[src/rtl/cnn_batch_sequencer.sv]
// Batch sequencer: streams each image from pixel ROM into a CNN, collects the decision,
// compares it to the label ROM. Optional WAIT_RES timeout enabled by macro CNN_SEQ_TIMEOUT_EN.
module cnn_batch_sequencer #(
  parameter int IMG_PIXELS = 784,
  parameter int NUM_IMAGES = 1000,
  parameter int RST_CYCLES = 4,
  parameter int TIMEOUT    = 4096
) (
  input  logic        clk,
  input  logic        rst,
  input  logic        start,
  input  logic        abort,
  output logic [19:0] pix_addr,
  output logic        pix_en,
  input  logic [7:0]  pix_data,
  output logic [9:0]  lbl_addr,
  input  logic [3:0]  lbl_data,
  output logic        cnn_rst_n,
  output logic [7:0]  cnn_data,
  input  logic [3:0]  cnn_decision,
  input  logic        cnn_finish,
  output logic        busy,
  output logic        done,
  output logic        result_valid,
  output logic [9:0]  result_idx,
  output logic [3:0]  result_dec,
  output logic        result_hit,
  output logic [9:0]  correct_cnt,
  output logic        timeout_flag
);

  localparam logic [2:0] IDLE     = 3'd0;
  localparam logic [2:0] CNN_RST  = 3'd1;
  localparam logic [2:0] STREAM   = 3'd2;
  localparam logic [2:0] WAIT_RES = 3'd3;
  localparam logic [2:0] RECORD   = 3'd4;
  localparam logic [2:0] FINISH   = 3'd5;

`ifdef CNN_SEQ_TIMEOUT_EN
  localparam bit TO_EN = 1'b1;
`else
  localparam bit TO_EN = 1'b0;
`endif

  logic [2:0]  state;
  logic [9:0]  img_idx;
  logic [19:0] base;
  logic [19:0] kc;
  logic [15:0] rcnt;
  logic [31:0] wcnt;
  logic        rel;
  logic        pv;
  logic        fin_seen;
  logic [3:0]  dec_r;
  logic [3:0]  label_r;

  // STREAM lasts IMG_PIXELS+1 cycles: the extra cycle is when the last pixel returns.
  assign pix_en       = (state == STREAM) && (kc < 20'(IMG_PIXELS));
  assign pix_addr     = pix_en ? (base + kc) : '0;
  assign lbl_addr     = img_idx;
  assign cnn_rst_n    = rel;
  assign cnn_data     = pv ? pix_data : '0;
  assign busy         = (state != IDLE);
  assign done         = (state == FINISH) && !abort;
  assign result_valid = (state == RECORD) && !abort;
  assign result_idx   = img_idx;

  always_ff @(posedge clk or posedge rst) begin
    if (rst) begin
      state        <= IDLE;
      img_idx      <= '0;
      base         <= '0;
      kc           <= '0;
      rcnt         <= '0;
      wcnt         <= '0;
      rel          <= 1'b0;
      pv           <= 1'b0;
      fin_seen     <= 1'b0;
      dec_r        <= '0;
      label_r      <= '0;
      result_dec   <= '0;
      result_hit   <= 1'b0;
      correct_cnt  <= '0;
      timeout_flag <= 1'b0;
    end else begin
      pv <= pix_en && !abort;
      if (abort && state != IDLE) begin
        state    <= IDLE;
        rel      <= 1'b0;
        fin_seen <= 1'b0;
      end else begin
        case (state)
          IDLE: begin
            if (start) begin
              state        <= CNN_RST;
              img_idx      <= '0;
              base         <= '0;
              rcnt         <= '0;
              rel          <= 1'b0;
              fin_seen     <= 1'b0;
              correct_cnt  <= '0;
              timeout_flag <= 1'b0;
            end
          end
          CNN_RST: begin
            rcnt <= rcnt + 16'd1;
            if (rcnt == 16'(RST_CYCLES - 1)) begin
              state <= STREAM;
              kc    <= '0;
            end
          end
          STREAM: begin
            kc <= kc + 20'd1;
            if (kc == 20'd0) rel <= 1'b1;
            if (kc == 20'd1) label_r <= lbl_data;
            // An early finish is held here so WAIT_RES can consume it immediately.
            if (cnn_finish && !fin_seen) begin
              fin_seen <= 1'b1;
              dec_r    <= cnn_decision;
            end
            if (kc == 20'(IMG_PIXELS)) begin
              state <= WAIT_RES;
              wcnt  <= '0;
            end
          end
          WAIT_RES: begin
            if (fin_seen) begin
              state      <= RECORD;
              result_dec <= dec_r;
              result_hit <= (dec_r == label_r);
            end else if (cnn_finish) begin
              state      <= RECORD;
              result_dec <= cnn_decision;
              result_hit <= (cnn_decision == label_r);
            end else if (TO_EN && wcnt == 32'(TIMEOUT - 1)) begin
              state        <= RECORD;
              result_dec   <= 4'hF;
              result_hit   <= 1'b0;
              timeout_flag <= 1'b1;
            end else begin
              wcnt <= wcnt + 32'd1;
            end
          end
          RECORD: begin
            if (result_hit && correct_cnt != 10'h3FF) correct_cnt <= correct_cnt + 10'd1;
            if (img_idx == 10'(NUM_IMAGES - 1)) begin
              state <= FINISH;
            end else begin
              state    <= CNN_RST;
              img_idx  <= img_idx + 10'd1;
              base     <= base + 20'(IMG_PIXELS);
              rcnt     <= '0;
              rel      <= 1'b0;
              fin_seen <= 1'b0;
            end
          end
          FINISH:  state <= IDLE;
          default: state <= IDLE;
        endcase
      end
    end
  end

endmodule
[config.mk]
export PLATFORM = sky130hd
export DESIGN_NAME = cnn_batch_sequencer
export DESIGN_NICKNAME = d
export VERILOG_FILES = /design/src/rtl/cnn_batch_sequencer.sv
export SDC_FILE = /design/constraint.sdc
export NUM_CORES = 1
export LEC_CHECK = 0
export CAP_MARGIN = 5
export CELL_PAD_IN_SITES_DETAIL_PLACEMENT = 2
export CELL_PAD_IN_SITES_GLOBAL_PLACEMENT = 2
export CORE_MARGIN = 10
export CORE_UTILIZATION = 33
export CTS_CLUSTER_DIAMETER = 30
export DETAILED_ROUTE_END_ITERATION = 7
export GPL_TIMING_DRIVEN = 0
export PLACE_DENSITY = 0.81
export SLEW_MARGIN = 20
export SYNTH_ARGS = -nofsm -noshare
export SYNTH_HDL_FRONTEND = slang
export SYNTH_SLANG_ARGS = --single-unit
[constraint.sdc]
create_clock -name clk -period 3.9 [get_ports clk]
set_clock_uncertainty 0.15 [all_clocks]
set_input_delay 0.78 -clock clk [delete_from_list [all_inputs] [get_ports clk]]
set_output_delay 0.78 -clock clk [all_outputs]
set_load 0.02 [all_outputs]
Yosys cells after proc, flatten, opt, wreduce, memory -nomap -nowiden
Index checks and enable logic that the tools add are counted.
- bits in registers: 95
- input bits: 21
- output and inout bits: 69
- logic and storage cells: 106
- $add $sub $neg: 6
- $lt $le $gt $ge: 1
- equal/unequal tests: 23
- muxes and demuxes: 35
- bitwise logic cells: 1
- reduce and logical (&&, ||, !) cells: 27
- operators by type and width (kind ; count):
    20-bit two-way mux ; 4
    20-bit case mux with 2 select lines ; 2
    16-bit case mux with 3 select lines ; 1
    10-bit case mux with 2 select lines ; 2
    16-bit two-way mux ; 2
    10-bit two-way mux ; 3
    4-bit AND reduction ; 6
    3-bit two-way mux ; 7
    10-bit by 1-bit adder with 10-bit output (second input constant) ; 2
    20-bit by 1-bit adder with 20-bit output (second input constant) ; 1
    20-bit by 10-bit adder with 20-bit output (second input constant) ; 1
    20-bit adder ; 1
    20-bit by 1-bit == test with 1-bit output (second input constant) ; 1
    20-bit by 10-bit == test with 1-bit output (second input constant) ; 1
    20-bit logical NOT ; 1
    20-bit by 10-bit < comparator with 1-bit output (second input constant) ; 1
    16-bit by 1-bit adder with 16-bit output (second input constant) ; 1
    16-bit by 2-bit == test with 1-bit output (second input constant) ; 1
    3-bit case mux with 5 select lines ; 1
    3-bit AND reduction ; 4
    10-bit == test (second input constant) ; 1
    10-bit != test (second input constant) ; 1
    3-bit by 1-bit != test with 1-bit output (second input constant) ; 3
    3-bit != test (second input constant) ; 3
    other kinds (18) ; 42

Longest topological paths before layout
- depth after elaboration: 5
- gate-level depth with buffers: 9

Worst setup path before layout
Ideal clock, no wire load.
- path kind: register to output
- start: register base[5]
- end: output port pix_addr[16]
- arrival time: 2.415 ns
- data required time: 2.970 ns
- setup slack: 0.555 ns
- cell stages (with the launch flop): 7
- path through: dfrtp_1 > ha_1 > a21o_1 > o2bb2ai_1 > a2111oi_2 > a21oi_1 > a311oi_1
- word-level cells in the longest chain between the ends: 2
- RTL lines (element ; line ; RTL):
    start, declared ; 47 ; logic [19:0] base;
    start signal, assigned ; 151 ; base <= base + 20'(IMG_PIXELS);
    20-bit adder ; 59 ; assign pix_addr = pix_en ? (base + kc) : '0;
    20-bit two-way mux ; 59 ;
    end, declared ; 13 ; output logic [19:0] pix_addr,
Every way passes these cells.

Worst setup path in the final report
- start: register kc[5]
- end: output port pix_addr[8]
- word-level cells in the longest chain between the ends: 3
- RTL lines (element ; line ; RTL):
    start, declared ; 48 ; logic [19:0] kc;
    start signal, assigned ; 113 ; kc <= kc + 20'd1;
    20-bit by 10-bit < comparator with 1-bit output ; 58 ; assign pix_en = (state == STREAM) && (kc < 20'(IMG_PIXELS));
    1-bit logical AND ; 58 ;
    20-bit two-way mux (*) ; 59 ;
Every way passes the cells marked *; elsewhere a longest branch is shown, timed or not.

==> flow_metrics.py <==
metrics = {
    "timing": {
        "layout_setup_ws_ns": 0.137,
        "period_share_pct": 96.5,
        "rsz0062_at_grt": "true",
        "final-hold-violation-count": 0,
        "period_minus_slack_ns": 3.76,
        "max_freq_mhz": 266,
        "final_max_slew_viol_count": 0,
        "setup_viol": 0,
        "tightestPinTransition_ns": 0.781,
        "maxSlewHeadroom_pct": 47.5,
    },
    "finish": {
        "fillers": 1840,
        "drive_gt1_share_pct": 8.56,
        "antenna_cells": 0,
        "mostFrequentLayoutCells": "dfrtp_1 (90), nor2_1 (87), clkdlybuf4s50_1 (67)",
        "areaGrowthSynthToFinish_pct": 25.9,
        "layout.nets": 797,
        "final_common_cell": "dfrtp_1",
    },
    "status": {
        "status": "finished, final reports clean",
    },
    "yosys": {
        "synth_sequential_area_ratio_pct": 40.1,
        "netlist_area_mm2": 0.00567,
        "synth_edf_count": 0,
        "syn_avg_cell_area_um2": 8.70,
        "ys_ff_latch": 91,
        "synthFlopType": "dfrtp_1",
        "synthCells": 652,
        "postSynth.asyncResetShare_pct": 100,
        "synth_nets": 695,
        "ys_types": 58,
        "yosys_warnings": 0,
    },
    "clock_tree": {
        "clockRootBuffer": "clkbuf_16",
        "cts_tree": "built",
        "clk_latency_ns": 0.35,
        "cts.path.max_buffers": 2,
        "cts_buffers": 9,
        "path_clk_slew_ns": 0.07,
        "numClockSinks": 91,
        "htree_levels": 3,
    },
    "placed_design": {
        "place_ws_ns": -0.301,
        "finalWeightedCongestion": 0.893,
        "port_buffers": 88,
        "dpl.hpwl_mm": 14.9,
    },
    "die": {
        "dieArea_mm2": 0.0228,
        "core_area_mm2": 0.0167,
        "num_rows": 47,
        "io-pin-count": 90,
        "die_x_um": 151,
        "die_h_um": 151,
        "start_util_pct": 34.0,
    },
    "power_and_ir_drop": {
        "finalPower_uw": 2900,
        "power_density_mw_per_mm2": 406,
        "p_leak_uw": 0.00308,
        "peakVddDrop_v": 0.000210,
    },
    "setup_path": {
        "critical_path_required_ns": 2.97,
        "crit_top_cell": "buf_2",
        "endpoint_kind": "primary output",
        "worstPathMaxFanout": 9,
        "arrival_ns": 2.83,
        "crit_chain": "buf_2 > or3_1 > or2_1 > a2111o_1 > buf_2 > nor3b_2 > dlygate4sd2_1",
        "crit_path_start_kind": "register",
        "crit_slowest_cell": "dfrtp_1",
        "slowest_delay_ns": 0.41,
        "path_class": "register to primary output",
    },
    "routing": {
        "drt_first_pass_iters": 4,
        "wl_mm": 20.2,
        "wl_per_cell_um": 20.6,
        "viasPerCell": 5.47,
        "drc": 0,
        "ant_nets": 0,
        "routed-via-count": 5359,
        "first_iter_violations": 266,
    },
    "global_route": {
        "grt_use_total_pct": 17.9,
        "grt_pass1_wl_mm": 32.9,
        "antenna_found_initial": 0,
        "grt.overflow.total": 0,
        "grt_pass1_vias": 6044,
        "grt_max_degree": 63,
    },
    "flow_run": {
        "cap_violations": 0,
    },
    "worst_hold_path": {
        "worstHoldPathType": "register to register",
    },
}
==> Yosys cell counts (9+ instances only) <==
library cell | instances | share of area [%]
dfrtp_1 | 91 | 40
nor2_1 | 87 | 5.8
o21ai_1 | 44 | 3.9
nand2_1 | 41 | 2.7
xnor2_1 | 33 | 5.1
a21oi_1 | 27 | 2.4
nand3_1 | 27 | 2.4
and2_1 | 22 | 2.4
ha_1 | 22 | 4.9
nand4_1 | 21 | 2.3
clkbuf_1 | 20 | 1.3
o21ai_0 | 20 | 1.8
xor2_1 | 18 | 2.8
and3_1 | 17 | 1.9
inv_1 | 15 | 0.99
nor3_1 | 14 | 1.2
buf_4 | 12 | 1.6
a31oi_1 | 9 | 0.99
mux2_1 | 9 | 1.8
nor4_1 | 9 | 0.99
==> timing repair <==
| item | 4_1_cts | 5_1_grt |
|---|---|---|
| setup endpoints to repair | 20 | 14 |
| resized for setup | 27 | 27 |
| gates cloned | 0 | 0 |
| pin swaps | 1 | 0 |
| buffers inserted | 2 | 0 |
| hold buffers | 0 | 0 |
==> report_power, final <==
group          switching [µW]  internal [µW]  leakage, µW  total (µW)
clock network             401            519     0.000147         920
registers                 105           1050      0.00125        1150
logic                     518            308      0.00169         825
==> cell type report <==
cell class	count	area, µm²	share of cell area (%)
clock buffers	11	243	3.40
well taps	220	275	3.85
flip-flops and latches	91	2280	31.9
inverters	16	65.1	0.911
clock inverters	5	60.1	0.841
plain buffers	41	210	2.94
multi-input cells	504	3150	44.2
repair buffers	91	856	12.0
==> per-stage QoR <==
step | TNS (ns) | cells | hold slack, ns | utilization [%] | cell area, µm²
after floorplan | 0 | 652 | 0.314 | - | 5670
after global placement | -86.68 | 960 | 0.327 | 40.9 | 6830
after detailed placement | -1.40 | 961 | 0.341 | 41.1 | 6860
after CTS | 0 | 979 | 0.359 | 42.9 | 7170
after global routing | -0.0311 | 979 | 0.386 | 42.8 | 7140
final | 0 | 979 | 0.354 | 42.8 | 7140
==> worst paths after layout <==
kind / to / depth (start not counted) / slack (ns) / from
worst min register to register: dec_r[1] / 1 / 0.35 / dec_r[1]
max in group asynchronous: pv / 3 / 2.34 / rst
worst max-delay path: pix_addr[8] / 7 / 0.14 / kc[5]
min in group asynchronous: kc[2] / 2 / 0.63 / rst
worst max register to register: label_r[2] / 7 / 1.05 / kc[10]
worst min-delay path: dec_r[1] / 1 / 0.35 / dec_r[1]
==> metal layers <==
layer / part of all wire (%) / global-route usage (%) / up-vias
met5: 0 / 0 / -
met4: 1.6 / 4.09 / 0
met2: 51 / 31.5 / 92
met3: 3.8 / 3.73 / 24
li1: - / - / 2503
met1: 44 / 22.0 / 2740
==> registers in the layout (all words and copies together) (netlist names), 3 cells and up <==
signal / cells
base: 16
dec_r: 4
kc: 20
state: 3
correct_cnt: 10
rcnt: 16
label_r: 4
result_dec: 4
lbl_addr: 10
==> worst max-delay path: cells and delay by family, from the launching register on <==
kind	cells	cell delay (ns)
buffers and inverters	3	0.76
DFF	1	0.41
AOI/OAI and AO/OA	1	0.41
and+or+nand+nor	3	0.92
==> kinds of logic (layout without fill, tap and decap cells) <==
family                     after synthesis  in the layout  share of synthesized area [%]
AOI/OAI and AO/OA                      138            138                           14.7
xor gates and xnor gates                51             51                           7.87
adders and majority gates               22             22                           4.85
buffers and inverters                   57            164                           4.74
DFF                                     91             91                           40.1
muxes                                   14             14                           2.69
other                                    1              1                         0.0661
and+or+nand+nor                        278            278                           24.9
(Power assumes the default switching activity.)
